**src/rtl/bit_serial_alu_ctrl.sv**
```systemverilog
// Bit-serial sequencer for an external 1-bit ALU slice.
// Operands are latched on start and fed to the slice LSB first, one bit pair per
// cycle. Carry/borrow are held in registers between bits, and slice results are
// shifted into the result register from the top.
module bit_serial_alu_ctrl #(
    parameter int unsigned WIDTH = 8
) (
    input  logic             clk,
    input  logic             rst,
    input  logic             start,
    input  logic [2:0]       op,
    input  logic [WIDTH-1:0] a,
    input  logic [WIDTH-1:0] b,
    output logic             busy,
    output logic             done,
    output logic [WIDTH-1:0] result,
    output logic             flag,
    output logic             zero,
    output logic             alu_a0,
    output logic             alu_b0,
    output logic             alu_c_in,
    output logic             alu_b_in,
    output logic [2:0]       alu_sel,
    input  logic             alu_y,
    input  logic             alu_c_out,
    input  logic             alu_b_out
);

    localparam int unsigned CntW = $clog2(WIDTH);
    localparam logic [CntW-1:0] LastBit = CntW'(WIDTH - 1);

    typedef enum logic [1:0] {StIdle, StRun, StDone} state_e;

    state_e           state_q, state_d;
    logic [WIDTH-1:0] a_q, a_d;
    logic [WIDTH-1:0] b_q, b_d;
    logic [2:0]       op_q, op_d;
    logic             carry_q, carry_d;
    logic             borrow_q, borrow_d;
    logic [CntW-1:0]  cnt_q, cnt_d;
    logic [WIDTH-1:0] result_q, result_d;
    logic             flag_q, flag_d;
    logic             zero_q, zero_d;
    logic [WIDTH-1:0] shifted;

    // Result register after this cycle's slice bit enters at the MSB.
    assign shifted = {alu_y, result_q[WIDTH-1:1]};

    // Next-state logic: accept in idle, shift one bit per run cycle, finalise flags.
    always_comb begin
        state_d  = state_q;
        a_d      = a_q;
        b_d      = b_q;
        op_d     = op_q;
        carry_d  = carry_q;
        borrow_d = borrow_q;
        cnt_d    = cnt_q;
        result_d = result_q;
        flag_d   = flag_q;
        zero_d   = zero_q;
        unique case (state_q)
            StIdle: begin
                if (start) begin
                    a_d      = a;
                    b_d      = b;
                    op_d     = op;
                    carry_d  = 1'b0;
                    borrow_d = 1'b0;
                    cnt_d    = '0;
                    state_d  = StRun;
                end
            end
            StRun: begin
                result_d = shifted;
                a_d      = a_q >> 1;
                b_d      = b_q >> 1;
                carry_d  = alu_c_out;
                borrow_d = alu_b_out;
                cnt_d    = cnt_q + 1'b1;
                // Previous op's flags stay visible until the new op starts shifting.
                if (cnt_q == '0) begin
                    flag_d = 1'b0;
                    zero_d = 1'b0;
                end
                if (cnt_q == LastBit) begin
                    state_d = StDone;
                    flag_d  = (op_q == 3'b000) ? alu_c_out :
                              (op_q == 3'b001) ? alu_b_out : 1'b0;
                    zero_d  = (shifted == '0);
                end
            end
            StDone: begin
                state_d = StIdle;
            end
            default: begin
                state_d = StIdle;
            end
        endcase
    end

    // State registers with synchronous active-high reset.
    always_ff @(posedge clk) begin
        if (rst) begin
            state_q  <= StIdle;
            a_q      <= '0;
            b_q      <= '0;
            op_q     <= '0;
            carry_q  <= 1'b0;
            borrow_q <= 1'b0;
            cnt_q    <= '0;
            result_q <= '0;
            flag_q   <= 1'b0;
            zero_q   <= 1'b0;
        end else begin
            state_q  <= state_d;
            a_q      <= a_d;
            b_q      <= b_d;
            op_q     <= op_d;
            carry_q  <= carry_d;
            borrow_q <= borrow_d;
            cnt_q    <= cnt_d;
            result_q <= result_d;
            flag_q   <= flag_d;
            zero_q   <= zero_d;
        end
    end

    // Host status and slice drives; slice inputs are forced low outside RUN.
    always_comb begin
        busy     = (state_q == StRun);
        done     = (state_q == StDone);
        result   = result_q;
        flag     = flag_q;
        zero     = zero_q;
        alu_a0   = busy & a_q[0];
        alu_b0   = busy & b_q[0];
        alu_c_in = busy & carry_q;
        alu_b_in = busy & borrow_q;
        alu_sel  = busy ? op_q : 3'b000;
    end

endmodule

```
**config.mk**
```make
export PLATFORM = sky130hd
export DESIGN_NAME = bit_serial_alu_ctrl
export DESIGN_NICKNAME = d
export VERILOG_FILES = /design/src/rtl/bit_serial_alu_ctrl.sv
export SDC_FILE = /design/constraint.sdc
export NUM_CORES = 1
export LEC_CHECK = 0
export ABC_AREA = 1
export BUFFER_PORTS_ARGS = -buffer_cell sky130_fd_sc_hd__buf_4
export CORE_ASPECT_RATIO = 0.6
export CORE_MARGIN = 8
export CORE_UTILIZATION = 45
export DETAILED_ROUTE_END_ITERATION = 8
export GPL_TIMING_DRIVEN = 0
export PLACE_DENSITY = 0.7
export REMOVE_ABC_BUFFERS = 1
export SLEW_MARGIN = 20
export SYNTH_ARGS = -nofsm -noshare
export SYNTH_HDL_FRONTEND = slang
export SYNTH_SLANG_ARGS = --single-unit
```
**constraint.sdc**
```tcl
create_clock -name clk -period 1.98 [get_ports clk]
set_input_delay 0 -clock clk [delete_from_list [all_inputs] [get_ports clk]]
set_output_delay 0 -clock clk [all_outputs]
set_load 0.03 [all_outputs]
```
==> Implementation_results.wiki, run 1 <==
{| class="wikitable"
! Metric !! Value
|-
| Outcome || finished, final reports clean
|-
| CTS H-tree lvls || 2
|-
| Critical path capture point type || register
|-
| Count of cell types in the netlist || 19
|-
| Number of pins with negative max-slew slack in the final report || 0
|-
| Worst vdd rail ir drop || 0.434 mV
|-
| Worst Hold Launch || alu_y
|-
| Rows || 17
|-
| Total Wirelength || 3.92 mm
|-
| Cell area power density || 771 nW/um^2
|-
| Worst hold path depth || 3
|-
| Total number of vias || 1569
|-
| Post-Syn Area || 1650 sq um
|-
| Root Buffer Master || sky130_fd_sc_hd__clkbuf_8
|-
| Leading cell types by total area after synthesis || sky130_fd_sc_hd__dfxtp_1 (44%), sky130_fd_sc_hd__nor2_1 (14%), sky130_fd_sc_hd__nand2_1 (14%)
|-
| Critical register-to-register path startpoint || state_q[1]
|-
| Remaining Overflow, GRT || 0
|-
| Filler cell count || 354
|-
| Residual DRC count || 0
|-
| IO Count || 44
|-
| First-pass GRT wire length || 6.65 mm
|-
| Slew Limit Headroom || 51.7%
|-
| Port Buffers || 43
|-
| Count of nets left with antenna violations after detail routing || 0
|-
| Flops & latches, synth || 36
|-
| Transition time of the tightest slew-check pin || 0.724 ns
|-
| Net count reported at finish || 322
|-
| Detailed-route wire length per cell || 11.5 um
|-
| Number of global-route vias before repair || 1478
|-
| Inserted Diodes || 0
|-
| Fraction of layout instances using a drive strength above 1 || 19.7%
|-
| Leakage power total || 1.03 nW
|-
| Largest fanout of any net on the critical path || 38
|-
| Worst R2R Path Depth || 6
|-
| Wire length the detailed router placed on met1 || 2.01 mm
|-
| Final Instance Area || 2120 sq um
|-
| DIE AREA || 5910 sq um
|-
| Max capacitance violation total || 0
|-
| Type of the tightest min-delay check || in2reg
|-
| Library cell with the largest summed area after synthesis || sky130_fd_sc_hd__dfxtp_1
|-
| Seq/Total Area, Yosys || 43.8%
|-
| Top layer reached by signal wires || met3
|-
| Number of antenna violations at the first check in global routing || 0
|-
| Detailed Routing Iterations Pass 1 || 4
|-
| Category of the worst setup path launch point || register
|-
| Routability Congestion || 0.738
|-
| Die height || 62.9 um
|-
| HPWL reported at the end of detailed placement || 2.53 mm
|-
| Achievable clock frequency || 612 MHz
|-
| Unrepaired setup endpoints after global routing || false
|-
| Worst r2r dst || b_q[5]
|-
| Minimum period implied by the final worst setup slack || 1.63 ns
|-
| Placeable core region || 3590 sq um
|-
| Share of the synthesized area in the top cell type || 43.8%
|-
| Synthesis warning total || 0
|-
| CP Class || reg2reg
|-
| Worst-case hold slack || 0.0191 ns
|-
| Arrival time of the worst setup path || 1.85 ns
|-
| Worst min-delay path endpoint || result[7]
|-
| Vias per cell || 4.60
|-
| DR iter-0 viols || 126
|-
| Initial core utilization || 45.8%
|-
| TritonCTS Buffers || 5
|-
| Number of cells produced by synthesis || 246
|-
| Clock latency on the worst-skew pair || 0.28 ns
|-
| All-layer global routing usage || 13.8%
|-
| Setup clock skew after layout || 0.00325 ns
|-
| Endpoint required time on the critical path || 2.20 ns
|-
| Post-route fraction of the period consumed by the critical path || 82.5%
|-
| Reg2Reg Setup Slack || 0.35 ns
|-
| CTS clock-pin slew for the worst setup and hold paths || 0.07 ns
|-
| Maximum number of pins on one net before global-route repair || 39
|-
| Final setup violation count || 0
|-
| Placed inst area || 1950 sq um
|-
| Final hold violations || 0
|-
| DIE WIDTH || 94.1 um
|-
| Wire length on met2 || 1.58 mm
|-
| Avg Inst Size Synth || 6.69 sq um
|-
| Clock tree buffer depth || 2
|-
| TritonCTS clock tree || built
|-
| DR WL met3 || 340 um
|-
| Count of clock tree sinks || 36
|-
| Layout overhead on the synthesized area || 28.9%
|}
logic make-up (layout without fill, tap and decap cells):
logic type	after synthesis	after routing	share of synthesized area [%]
fa+ha+maj	3	3	2.28
flops	36	36	43.8
buf+inv	34	81	9.73
simple gates	134	135	32.4
compound gates	39	39	11.9
through the flow:
| stage | setup WS, ns | setup TNS (ns) | power [mW] | cells | util (%) |
|---|---|---|---|---|---|
| floorplan | 0.157 | 0 | 1.03 | 234 | - |
| detailed placement | -0.305 | -4.22 | 1.16 | 324 | 54.3 |
| CTS | 0.0868 | 0 | 1.66 | 339 | 58.6 |
| finish | 0.346 | 0 | 1.64 | 341 | 59.0 |
| global route | 0.173 | 0 | 1.73 | 341 | 59.0 |
| global placement | -0.298 | -4.06 | 1.15 | 324 | 54.3 |
routing by layer:
metal	vias up	track usage, %
li1	857	-
met1	667	18.5
met2	45	19.7
met3	0	5.16
met4	0	4.13
met5	-	0
where the power goes:
part	total, mW	switching, mW	internal, mW
combinational	0.344	0.208	0.137
clock	0.478	0.239	0.239
sequential	0.815	0.0324	0.783
total	1.64	0.479	1.16
critical path: stages, from the launching register on:
cell	delay, ns
sky130_fd_sc_hd__dfxtp_1	0.44
sky130_fd_sc_hd__nor2_4	0.09
sky130_fd_sc_hd__inv_4	0.28
sky130_fd_sc_hd__nand2_2	0.27
sky130_fd_sc_hd__inv_2	0.28
sky130_fd_sc_hd__nor2_1	0.08
sky130_fd_sc_hd__nor2_1	0.11
how the worst max path moves through the flow:
stage | start | end | slack, ns | cells past startpoint
3_3_place_gp | state_q[0] | a_q[1] | -0.30 | 7
5_1_grt | state_q[1] | b_q[5] | 0.17 | 6
2_1_floorplan | state_q[0] | a_q[0] | 0.16 | 7
3_5_place_dp | state_q[0] | b_q[2] | -0.31 | 7
6_report | state_q[1] | b_q[5] | 0.35 | 6
4_1_cts | state_q[0] | b_q[4] | 0.09 | 7
cells in the final DEF, fill, tap and decap left out, types with 3 or more instances in the layout:
cell and instances:
sky130_fd_sc_hd__nor2_1 61, sky130_fd_sc_hd__nand2_1 60, sky130_fd_sc_hd__buf_4 45, sky130_fd_sc_hd__dfxtp_1 36, sky130_fd_sc_hd__o21ai_0 26, sky130_fd_sc_hd__inv_1 19, sky130_fd_sc_hd__a21oi_1 13, sky130_fd_sc_hd__nand3_1 9
sky130_fd_sc_hd__dlygate4sd3_1 7, sky130_fd_sc_hd__clkbuf_8 5, sky130_fd_sc_hd__ha_1 3
state kept, by name, summed over array words and instances (netlist names):
register / count
state_q: 2
a_q: 8
carry_q: 1
flag: 1
borrow_q: 1
cnt_q: 3
zero: 1
op_q: 3
b_q: 8
result: 8
cell usage after synthesis, drive strengths merged:
cell type and number:
ha 3, buf 10, o21ai 26, a21oi 13
nand3 9, nor2 62, dfxtp 36, inv 22
nand2 62, nor3 1, clkbuf 2
timing repair:
| action | in CTS | in global routing |
|---|---|---|
| endpoints found under the hold margin | 11 | 0 |
| gates cloned | 1 | 0 |
| endpoints found under the setup margin | 22 | 14 |
| buffers inserted | 0 | 2 |
| resized for setup | 1 | 0 |
| hold buffers | 7 | 0 |
| pin swaps | 1 | 1 |
layout make-up:
type / instances / area [sq um] / share of cell area (%)
clock inverter: 1 / 5.00 / 0.236
inverter: 22 / 85.1 / 4.01
clock buffer: 6 / 72.6 / 3.42
timing repair buffer: 52 / 408 / 19.2
tap: 47 / 58.8 / 2.77
sequential: 36 / 721 / 34.0
multi-input combinational: 177 / 772 / 36.4
(Power assumes the default switching activity.)
==> run 2, diff against run 1 <==
ABC_AREA = 0   (was 1)
PLACE_DENSITY = 0.72   (was 0.7)
clock period = 1.44 ns   (was 1.98 ns; I/O delays follow)
==> run 2 against run 1 <==
Largest power group unchanged. Die area is 2.9% higher. Combinational power is 2% higher. Count of clock-buffer cells in the layout is 1 higher. Setup slack worse by 0.26 ns. Power is 35% higher.
==> Implementation_results.wiki, run 2 <==
{| class="wikitable"
! Metric !! Value
|-
| Number of cells produced by synthesis || 192 (-22%)
|-
| Most common cell in the synthesized netlist || sky130_fd_sc_hd__nand2_1
|-
| Placed Cells incl. Taps || 267 (-18%)
|-
| Root Buffer Master || sky130_fd_sc_hd__clkbuf_8
|-
| Cell type group with the largest total delay on the critical path || flip-flops
|-
| Avg Inst Size Synth || 8.89 sq um (+33%)
|-
| Buffering stage count on the worst path with inverters included || 2 (unchanged)
|-
| Initial core utilization || 46.6% (+0.84 points)
|-
| Post-Layout Cell Count || 292 (-14%)
|-
| Share of the synthesized area in the top cell type || 42.2% (-1.5 points)
|-
| Number of flops mapped to enable cells by yosys || 0 (unchanged)
|-
| Routability Congestion || 0.731 (-0.96%)
|-
| Unrepaired setup endpoints after global routing || true
|-
| Flops & latches, synth || 36 (unchanged)
|-
| Number of antenna violations at the first check in global routing || 0 (unchanged)
|-
| Dominant register cell in the synthesized netlist || sky130_fd_sc_hd__dfxtp_1
|-
| IO Count || 44 (unchanged)
|-
| Fraction of registers with async set or reset after synthesis || 0% (unchanged)
|-
| Worst-case hold slack || 0.00801 ns (-0.0111 ns)
|-
| Final hold violations || 0 (unchanged)
|-
| Arrival time of the worst setup path || 1.36 ns (-0.49 ns)
|-
| Biggest cell delay along the critical path || 0.42 ns (-0.02 ns)
|-
| Highest-count cells in the layout ignoring fill and taps || sky130_fd_sc_hd__nand2_1 (46), sky130_fd_sc_hd__buf_4 (45), sky130_fd_sc_hd__dfxtp_1 (34), sky130_fd_sc_hd__nor2_1 (16), sky130_fd_sc_hd__dlygate4sd3_1 (13)
|-
| Number of global-route vias before repair || 1407 (-4.8%)
|-
| Type of the tightest min-delay check || in2reg
|-
| Rows || 17 (unchanged)
|-
| Leakage power total || 0.926 nW (-10%)
|-
| Detailed-route wire length per cell || 14.0 um (+22%)
|-
| Transition time of the tightest slew-check pin || 0.414 ns (-0.310 ns)
|-
| Post-route fraction of the period consumed by the critical path || 94.3%
|-
| Count of clock tree sinks || 36 (unchanged)
|-
| TritonCTS clock tree || built
|-
| DR iter-0 viols || 66 (-48%)
|-
| Fraction of layout instances using a drive strength above 1 || 31.4% (+12 points)
|-
| Max stage delay cell, worst path || sky130_fd_sc_hd__dfxtp_4
|-
| Leading cell types by total area after synthesis || sky130_fd_sc_hd__dfxtp_1 (42%), sky130_fd_sc_hd__nand2_1 (10%), sky130_fd_sc_hd__a311oi_2 (6.2%)
|-
| Library cell with the largest summed area after synthesis || sky130_fd_sc_hd__dfxtp_1
|-
| CTS H-tree lvls || 2 (unchanged)
|-
| DIE AREA || 6080 sq um (+2.9%)
|-
| Number of pins with negative max-slew slack in the final report || 0 (unchanged)
|-
| Placeable core region || 3660 sq um (+1.8%)
|-
| Summed negative setup slack over all endpoints || 0 ns (unchanged)
|-
| Minimum period implied by the final worst setup slack || 1.36 ns
|-
| Achievable clock frequency || 736 MHz
|-
| Slew Limit Headroom || 72.4% (+21 points)
|-
| Die height || 63.7 um (+1.3%)
|-
| Critical path capture point type || output port
|-
| Worst vdd rail ir drop || 0.563 mV (+30%)
|-
| Total number of vias || 1486 (-5.3%)
|-
| Post-Syn Area || 1710 sq um (+3.6%)
|-
| Outcome || finished, final reports clean
|-
| CTS clock-pin slew for the worst setup and hold paths || 0.07 ns (about the same)
|-
| Max capacitance violation total || 0 (unchanged)
|-
| Reg2Reg Setup Slack || 0.13 ns (-0.22 ns)
|-
| Category of the worst setup path launch point || register
|-
| Inserted Diodes || 0 (unchanged)
|-
| Count of nets left with antenna violations after detail routing || 0 (unchanged)
|-
| TritonCTS Buffers || 5 (unchanged)
|-
| Clock latency on the worst-skew pair || 0.29 ns (about the same)
|-
| Remaining Overflow, GRT || 0 (unchanged)
|-
| Detailed Routing Iterations Pass 1 || 4 (unchanged)
|-
| Port Buffers || 43 (unchanged)
|-
| Setup clock skew after layout || 0.00930 ns (+0.00605 ns)
|-
| Synthesis warning total || 0 (unchanged)
|-
| Filler cell count || 319 (-9.9%)
|-
| All-layer global routing usage || 13.2% (-0.53 points)
|-
| Endpoint required time on the critical path || 1.44 ns (-0.76 ns)
|-
| Vias per cell || 5.09 (+11%)
|-
| Clock tree buffer depth || 2 (unchanged)
|-
| Largest fanout of any net on the critical path || 18 (-53%)
|-
| DIE WIDTH || 95.5 um (+1.5%)
|-
| Total Wirelength || 4.10 mm (+4.5%)
|-
| Maximum number of pins on one net before global-route repair || 37 (-5.1%)
|-
| First-pass GRT wire length || 6.44 mm (-3.2%)
|-
| Most common library cell in the layout ignoring fill and taps || sky130_fd_sc_hd__nand2_1
|-
| Layout overhead on the synthesized area || 32.3%
|-
| Cell area power density || 982 nW/um^2 (+27%)
|-
| Count of cell types in the netlist || 34 (+15)
|-
| CP Class || reg2out
|-
| Residual DRC count || 0 (unchanged)
|-
| Seq/Total Area, Yosys || 42.2% (-1.5 points)
|-
| Final setup violation count || 0 (unchanged)
|-
| Critical path cell sequence || nand2b_4 -> clkinv_8 -> and2_1 -> buf_4
|-
| List of most frequent post-synthesis cells || sky130_fd_sc_hd__nand2_1 (46), sky130_fd_sc_hd__dfxtp_1 (36), sky130_fd_sc_hd__nor2_1 (16)
|-
| Net count reported at finish || 273 (-15%)
|-
| HPWL reported at the end of detailed placement || 2.38 mm (-6.2%)
|}
run 2: area by class of cell:
type / count / area (sq um) / area share [%]
clock buffer: 7 / 96.3 / 4.27
sequential: 36 / 728 / 32.3
tap: 47 / 58.8 / 2.61
timing repair buffer: 58 / 468 / 20.7
inverter: 4 / 27.5 / 1.22
timing repair inverter: 1 / 8.76 / 0.388
multi-input combinational: 139 / 870 / 38.5
run 2: final timing paths:
| path | from | cells past startpoint | endpoint |
|---|---|---|---|
| min reg2reg | result[0] | 2 | result[0] |
| min | a[6] | 3 | a_q[6] |
| max reg2reg | state_q[1] | 4 | b_q[1] |
| max | state_q[1] | 4 | alu_c_in |
run 2: per-layer routing:
metal | GRT usage (%) | vias up | wire, um
met3 | 6.38 | 6 | 319
met4 | 4.00 | 0 | 35
met1 | 16.3 | 675 | 1940
met2 | 20.0 | 41 | 1800
met5 | 0 | - | 0
li1 | - | 764 | -
run 2: cells by family (layout without fill, tap and decap cells):
| kind of cell | Yosys count | in the layout | share of synthesized area, % |
|---|---|---|---|
| simple gates | 90 | 91 | 24.6 |
| compound gates | 37 | 38 | 18.3 |
| mux | 7 | 7 | 4.25 |
| flops | 36 | 36 | 42.2 |
| fa+ha+maj | 3 | 3 | 2.20 |
| buf+inv | 19 | 70 | 8.36 |
run 2: worst min-delay path, stage by stage:
cell,delay (ns)
sky130_fd_sc_hd__buf_4,0.11
sky130_fd_sc_hd__nand2_1,0.06
sky130_fd_sc_hd__a311oi_2,0.09
run 2: metrics by stage:
step	area (sq um)	power [mW]	utilization [%]	setup slack [ns]
after floorplan	1580	1.28	-	-0.0915
after global placement	1970	1.41	53.7	-0.469
after detailed placement	1970	1.41	53.7	-0.478
after CTS	2230	2.22	60.8	0.0270
after global routing	2260	2.32	61.7	-0.00287
final	2260	2.22	61.7	0.0820
run 2: report_power, final:
| group | total, mW | switching, mW | internal (mW) |
|---|---|---|---|
| Clock | 0.780 | 0.354 | 0.426 |
| Sequential | 1.08 | 0.0382 | 1.05 |
| Combinational | 0.352 | 0.184 | 0.167 |
run 2: timing repair:
| action | CTS | global route |
|---|---|---|
| cloned | 1 | 2 |
| pin swaps | 0 | 1 |
| gates resized for setup | 5 | 2 |
| setup buffers | 1 | 1 |
| endpoints found under the hold margin | 13 | 0 |
| setup endpoints to repair | 36 | 14 |
| hold buffers | 13 | 0 |
